## src/rtl/spi_slave_frame.sv

```systemverilog
// Clock-oversampled SPI slave for all four CPOL/CPHA modes, with configurable frame width and bit order.
// It supports back-to-back frames under one SS, emits a one-cycle rx_valid per word and reports truncated frames.
module spi_slave_frame #(
  parameter int unsigned FRAME_W     = 16,
  parameter int unsigned CPOL        = 0,
  parameter int unsigned CPHA        = 0,
  parameter int unsigned MSB_FIRST   = 1,
  parameter int unsigned SYNC_STAGES = 2
) (
  input  logic               clk,
  input  logic               rst,
  input  logic               SCLK,
  input  logic               MOSI,
  input  logic               SS,
  output logic               MISO,
  output logic               miso_oe,
  input  logic [FRAME_W-1:0] tx_data,
  output logic               tx_ack,
  output logic [FRAME_W-1:0] rx_data,
  output logic               rx_valid,
  output logic               frame_err,
  output logic               busy
);

  localparam int unsigned     CW       = $clog2(FRAME_W + 1);
  localparam logic            IDLE_LVL = (CPOL != 0) ? 1'b1 : 1'b0;
  localparam logic [CW-1:0]   LAST_CNT = CW'(FRAME_W - 1);

  typedef enum logic {
    IDLE   = 1'b0,
    ACTIVE = 1'b1
  } state_t;

  state_t state_r;
  state_t state_n;

  logic [SYNC_STAGES-1:0] sclk_sync_r;
  logic [SYNC_STAGES-1:0] mosi_sync_r;
  logic [SYNC_STAGES-1:0] ss_sync_r;
  logic [SYNC_STAGES-1:0] fill_r;

  logic sclk_last_s;
  logic mosi_last_s;
  logic ss_last_s;
  logic filled_s;
  logic sclk_prev_r;
  logic ss_prev_r;

  logic lead_s;
  logic trail_s;
  logic sample_s;
  logic shift_s;
  logic ss_fall_s;
  logic ss_rise_s;

  logic sample_p_r;
  logic shift_p_r;
  logic ss_fall_p_r;
  logic ss_rise_p_r;
  logic mosi_p_r;

  logic load_s;
  logic end_s;
  logic do_sample_s;
  logic do_shift_s;
  logic last_bit_s;

  logic [CW-1:0]      cnt_r;
  logic [FRAME_W-1:0] rx_sr_r;
  logic [FRAME_W-1:0] rx_word_s;
  logic [FRAME_W-1:0] tx_word_r;
  logic [FRAME_W-1:0] rx_data_r;
  logic               miso_r;
  logic               tx_ack_r;
  logic               done_r;
  logic               rx_valid_r;
  logic               frame_err_r;

  // Select the tx_word bit that belongs on MISO for bit position c.
  function automatic logic tx_bit(input logic [FRAME_W-1:0] word, input logic [CW-1:0] c);
    logic [FRAME_W-1:0] t;
    if (MSB_FIRST != 0) begin
      t      = word << c;
      tx_bit = t[FRAME_W-1];
    end else begin
      t      = word >> c;
      tx_bit = t[0];
    end
  endfunction

  // Input synchronisers; fill_r marks when the SS pipeline holds only real samples.
  always_ff @(posedge clk) begin
    if (rst) begin
      sclk_sync_r <= {SYNC_STAGES{IDLE_LVL}};
      mosi_sync_r <= {SYNC_STAGES{1'b0}};
      ss_sync_r   <= {SYNC_STAGES{1'b1}};
      fill_r      <= {SYNC_STAGES{1'b0}};
    end else begin
      sclk_sync_r <= {sclk_sync_r[SYNC_STAGES-2:0], SCLK};
      mosi_sync_r <= {mosi_sync_r[SYNC_STAGES-2:0], MOSI};
      ss_sync_r   <= {ss_sync_r[SYNC_STAGES-2:0], SS};
      fill_r      <= {fill_r[SYNC_STAGES-2:0], 1'b1};
    end
  end

  assign sclk_last_s = sclk_sync_r[SYNC_STAGES-1];
  assign mosi_last_s = mosi_sync_r[SYNC_STAGES-1];
  assign ss_last_s   = ss_sync_r[SYNC_STAGES-1];
  assign filled_s    = fill_r[SYNC_STAGES-1];

  // ss_prev_r only learns "high" from a real sample, so SS held low through reset never looks like a fall.
  assign lead_s    = (sclk_last_s != sclk_prev_r) && (sclk_last_s != IDLE_LVL);
  assign trail_s   = (sclk_last_s != sclk_prev_r) && (sclk_last_s == IDLE_LVL);
  assign sample_s  = (CPHA != 0) ? trail_s : lead_s;
  assign shift_s   = (CPHA != 0) ? lead_s : trail_s;
  assign ss_fall_s = ss_prev_r && !ss_last_s;
  assign ss_rise_s = filled_s && ss_last_s && !ss_prev_r;

  // Edge history and registered event pulses, with MOSI kept aligned to its sample pulse.
  always_ff @(posedge clk) begin
    if (rst) begin
      sclk_prev_r <= IDLE_LVL;
      ss_prev_r   <= 1'b0;
      sample_p_r  <= 1'b0;
      shift_p_r   <= 1'b0;
      ss_fall_p_r <= 1'b0;
      ss_rise_p_r <= 1'b0;
      mosi_p_r    <= 1'b0;
    end else begin
      sclk_prev_r <= sclk_last_s;
      ss_prev_r   <= filled_s && ss_last_s;
      sample_p_r  <= sample_s;
      shift_p_r   <= shift_s;
      ss_fall_p_r <= ss_fall_s;
      ss_rise_p_r <= ss_rise_s;
      mosi_p_r    <= mosi_last_s;
    end
  end

  // Frame state register.
  always_ff @(posedge clk) begin
    if (rst) begin
      state_r <= IDLE;
    end else begin
      state_r <= state_n;
    end
  end

  // Next state and per-cycle actions; an SS rise pre-empts a coincident SCLK event.
  always_comb begin
    state_n     = state_r;
    load_s      = 1'b0;
    end_s       = 1'b0;
    do_sample_s = 1'b0;
    do_shift_s  = 1'b0;
    case (state_r)
      IDLE: begin
        if (ss_fall_p_r) begin
          state_n = ACTIVE;
          load_s  = 1'b1;
        end else begin
          state_n = IDLE;
        end
      end
      ACTIVE: begin
        if (ss_rise_p_r) begin
          state_n = IDLE;
          end_s   = 1'b1;
        end else begin
          state_n     = ACTIVE;
          do_sample_s = sample_p_r;
          do_shift_s  = shift_p_r;
        end
      end
      default: begin
        state_n = IDLE;
      end
    endcase
  end

  assign last_bit_s = do_sample_s && (cnt_r == LAST_CNT);
  assign rx_word_s  = (MSB_FIRST != 0) ? {rx_sr_r[FRAME_W-2:0], mosi_p_r}
                                       : {mosi_p_r, rx_sr_r[FRAME_W-1:1]};

  // Shift registers, bit counter and output strobes.
  always_ff @(posedge clk) begin
    if (rst) begin
      cnt_r       <= {CW{1'b0}};
      rx_sr_r     <= {FRAME_W{1'b0}};
      tx_word_r   <= {FRAME_W{1'b0}};
      rx_data_r   <= {FRAME_W{1'b0}};
      miso_r      <= 1'b0;
      tx_ack_r    <= 1'b0;
      done_r      <= 1'b0;
      rx_valid_r  <= 1'b0;
      frame_err_r <= 1'b0;
    end else begin
      tx_ack_r    <= 1'b0;
      done_r      <= 1'b0;
      frame_err_r <= 1'b0;
      rx_valid_r  <= done_r;
      if (load_s) begin
        tx_word_r <= tx_data;
        tx_ack_r  <= 1'b1;
        cnt_r     <= {CW{1'b0}};
        miso_r    <= tx_bit(tx_data, {CW{1'b0}});
      end else if (end_s) begin
        frame_err_r <= (cnt_r != {CW{1'b0}});
        cnt_r       <= {CW{1'b0}};
      end else if (do_sample_s) begin
        rx_sr_r <= rx_word_s;
        if (last_bit_s) begin
          cnt_r     <= {CW{1'b0}};
          rx_data_r <= rx_word_s;
          done_r    <= 1'b1;
          tx_word_r <= tx_data;
          tx_ack_r  <= 1'b1;
        end else begin
          cnt_r <= cnt_r + CW'(1);
        end
      end else if (do_shift_s) begin
        miso_r <= tx_bit(tx_word_r, cnt_r);
      end
    end
  end

  assign MISO      = miso_r;
  assign miso_oe   = (state_r == ACTIVE);
  assign busy      = (state_r == ACTIVE);
  assign tx_ack    = tx_ack_r;
  assign rx_data   = rx_data_r;
  assign rx_valid  = rx_valid_r;
  assign frame_err = frame_err_r;

endmodule

```

## config.mk

```make
export PLATFORM = sky130hd
export DESIGN_NAME = spi_slave_frame
export DESIGN_NICKNAME = d
export VERILOG_FILES = /design/src/rtl/spi_slave_frame.sv
export SDC_FILE = /design/constraint.sdc
export NUM_CORES = 1
export LEC_CHECK = 0
export BUFFER_PORTS_ARGS = -buffer_cell sky130_fd_sc_hd__buf_2
export CORE_MARGIN = 2
export CORE_UTILIZATION = 39
export CTS_BUF_LIST = sky130_fd_sc_hd__clkbuf_8
export CTS_CLUSTER_DIAMETER = 80
export DETAILED_ROUTE_END_ITERATION = 7
export SETUP_SLACK_MARGIN = 0.4
export SLEW_MARGIN = 20
export SYNTH_ARGS = -nofsm -noshare
export SYNTH_HDL_FRONTEND = slang
export SYNTH_SLANG_ARGS = --single-unit
```

## constraint.sdc

```tcl
create_clock -name clk -period 2.25 [get_ports clk]
set_input_delay 0.225 -clock clk [delete_from_list [all_inputs] [get_ports clk]]
set_output_delay 0.225 -clock clk [all_outputs]
set_load 0.01 [all_outputs]
```

==> flow_summary.ini <==
[yosys]
mean_instance_size_in_the_synthesized_netlist_um2 = 9.982
async_flop_share = 0
synth.cell_area_um2 = 2715
syn-instance-count = 272
synth_top_cell_by_area = sky130_fd_sc_hd__dfxtp_1
synth_edf_count = 0
synth_sequential_area_ratio = 0.5382
synth_area_leaders = sky130_fd_sc_hd__dfxtp_1 (54%), sky130_fd_sc_hd__mux2i_1 (15%), sky130_fd_sc_hd__nand2_1 (5.0%)
synth.ff_latch_count = 73
primary_flip_flop_cell_chosen_by_synthesis_mapping = sky130_fd_sc_hd__dfxtp_1
synthesis.nets = 295
yosysUniqueCellTypes = 33
ys.warnings.count = 0
synth_top_area_share = 0.5382

[finish]
multi_input_comb_area_um2 = 1124
fillers = 690
final_cells = 398
final_cell_mix = sky130_fd_sc_hd__dfxtp_1 (73), sky130_fd_sc_hd__buf_2 (42), sky130_fd_sc_hd__mux2i_1 (41)
layout.area.seq_um2 = 1461
final_layout_size_suffix_gt1_frac = 0.2201
syn_to_final_growth_pct = 17.28
antennaDiodeCount = 0
nets = 336
final_common_cell = sky130_fd_sc_hd__dfxtp_1

[pwr]
combPwrFrac = 0.022
power_density_nw_per_um2 = 775.9
intPower_mw = 1.950
power_leakage_nw = 1.225
vdd_ir_drop_max_mv = 0.4744
clockPowerShare = 0.449
sequentialPowerShare = 0.529
total_switching_power_mw = 0.5208
sw_frac_of_total = 0.2108

[critical_path]
endpoint_kind = flop
critPathMaxStageDelay_ps = 390
worstPathArrival_ps = 1920
cp_max_fo = 17
critical_path_capture_point = tx_word_r[15]
crit_chain = ha_1 -> nand4b_4 -> o31ai_4 -> buf_6 -> mux2i_1 -> nor2_1
worst-path-buf-inv = 1
worst_r2r_path_depth = 6
cp_slowest_cell = sky130_fd_sc_hd__dfxtp_1
cp_data_required_time_ps = 2460
reg2reg_to = tx_word_r[15]
reg2reg_setup_slack_ps = 540
worst_setup_path_start_kind = flop
top_family_by_delay_on_critical_path = flip-flops
timing.critical_path.from = cnt_r[1]
crit_cells = 6
timing.setup.critical_path_class = reg2reg
crit-reg2reg-launch = cnt_r[1]

[run]
max_cap_viol_count = 0

[cts]
clock_tree_sinks = 73
cts_tree = built
clockRootBuffer = sky130_fd_sc_hd__clkbuf_8
worstSkewPairLatency_ps = 340
numCtsBuffers = 9
clock_tree.htree_level_count = 3
clk_pin_slew_ps = 80
clk_path_buf_depth = 2

[sta]
final.hold.worst_slack_ps = 65.88
finalMaxSlewViolations = 0
timing.clock.skew_ps = 8.895
rsz0062_at_grt = no
finalSetupViolCount = 0
final-hold-violation-count = 0
finalSetupTns_ps = 0
period_share = 0.7595
tightestPinTransition_ps = 639.3
final_period_minus_worst_setup_slack_ps = 1709
max_slew_margin = 0.5725
timing.fmax_mhz = 585.2

[grt]
grt_pass1_wl_mm = 7.783
vias_in_the_first_global_route = 1670
number_of_antenna_violations_at_the_first_check_in_global_routing = 0
globalRouteOverflowTotal = 0
pin_count_of_the_biggest_net_entering_global_routing = 33
grt_use_total = 0.1327

[placement]
port-buffer-count = 42
gp_routability_congestion = 0.7430
place_inst = 382
dp_hpwl_mm = 3.131

[floorplan]
rows = 30
number_of_ports_placed_on_the_die_boundary = 43
start_util = 0.4019
fp.dieH_um = 87.44
fp.coreArea_um2 = 6756
die_outline_area_um2 = 7645
die_width_um = 87.44

[detailed_routing]
route.detailed.drc = 0
drt.antenna.violating_nets = 0
number_of_vias_after_detailed_routing = 1883
wirelength_mm = 4.699
drt_first_pass_iters = 4
first_iter_violations = 66
detail_route.wl_per_cell_um = 11.81
via_per_inst = 4.731

[outcome]
run_status = complete, no violations

[hold_path]
type_of_the_worst_min_delay_path = in2reg
min_from = SS
holdPathStages = 2
[synthesized netlist by cell type (2+ instances only)]
cell and number:
sky130_fd_sc_hd__nand3_1 2, sky130_fd_sc_hd__nand2_1 36, sky130_fd_sc_hd__or2_2 2, sky130_fd_sc_hd__buf_1 2, sky130_fd_sc_hd__nor2_1 36, sky130_fd_sc_hd__xor2_1 2
sky130_fd_sc_hd__nor3_1 5, sky130_fd_sc_hd__nor2b_1 12, sky130_fd_sc_hd__mux2i_1 41, sky130_fd_sc_hd__a21oi_1 19, sky130_fd_sc_hd__nand4_1 3, sky130_fd_sc_hd__buf_2 5
sky130_fd_sc_hd__inv_1 4, sky130_fd_sc_hd__clkbuf_1 6, sky130_fd_sc_hd__a22oi_1 2, sky130_fd_sc_hd__dfxtp_1 73, sky130_fd_sc_hd__buf_12 2, sky130_fd_sc_hd__buf_4 3
sky130_fd_sc_hd__ha_1 2, sky130_fd_sc_hd__nor3b_1 2
[area by class of cell]
class | instances | share of cell area
flip-flops and latches | 73 | 0.4589
multi-input cells | 176 | 0.3528
repair buffers | 49 | 0.08369
clock buffers | 9 | 0.03890
well taps | 80 | 0.03143
clock inverters | 7 | 0.02947
inverters | 4 | 0.004715
[metrics by stage]
step	util	total power [mW]	setup slack, ps	cell area, um2
5_1_grt	0.4713	2.569	415.5	3184
6_report	0.4713	2.471	541.1	3184
3_5_place_dp	0.4385	1.393	519.4	2963
3_3_place_gp	0.4385	1.392	575.1	2963
4_1_cts	0.4707	2.505	473.7	3181
2_1_floorplan	-	1.366	662.3	2715
[cells by family (layout without fill, tap and decap cells)]
family                     Yosys count  in the layout  synth area share
and+or+nand+nor                    104            104            0.1802
DFF                                 73             73            0.5382
muxes                               41             41            0.1512
AOI/OAI and AO/OA                   26             26           0.05852
buffers and inverters               23             69           0.05299
xor gates and xnor gates             3              3          0.009679
adders and majority gates            2              2          0.009215
[repair_timing]
item / in CTS / in global routing
hold buffers: 0 / 0
endpoints found under the setup margin: 0 / 10
resized for setup: 0 / 1
buffers inserted: 0 / 0
[routing by layer]
layer  wire length (um)  vias up  global-route usage
li1                   -      986                   -
met1               2348      857              0.1801
met2               2084       36              0.1983
met3                226        4             0.03981
met4                 40        0             0.05035
met5                  0        -                   0
[power by group through the flow]
stage,combinational [mW],sequential (mW),clock [mW]
2_1_floorplan,0.0302,1.34,0
3_3_place_gp,0.0542,1.34,0
3_5_place_dp,0.0554,1.34,0
4_1_cts,0.0555,1.31,1.14
5_1_grt,0.0605,1.31,1.20
6_report,0.0540,1.31,1.11
[state kept, by name (all words and copies together) (netlist names), 2 cells and up]
signal	flops
cnt_r	5
fill_r	2
mosi_sync_r	2
rx_data	16
rx_sr_r	15
sclk_sync_r	2
ss_sync_r	2
tx_word_r	16
[worst min path at each step]
stage                   endpoint  slack [ps]
finish              ss_sync_r[0]          70
detailed placement    sample_p_r         390
global route        ss_sync_r[0]          50
global placement    ss_sync_r[1]         390
CTS                 ss_sync_r[0]          50
floorplan              fill_r[0]         310
Power figures use the tool's default switching activity.
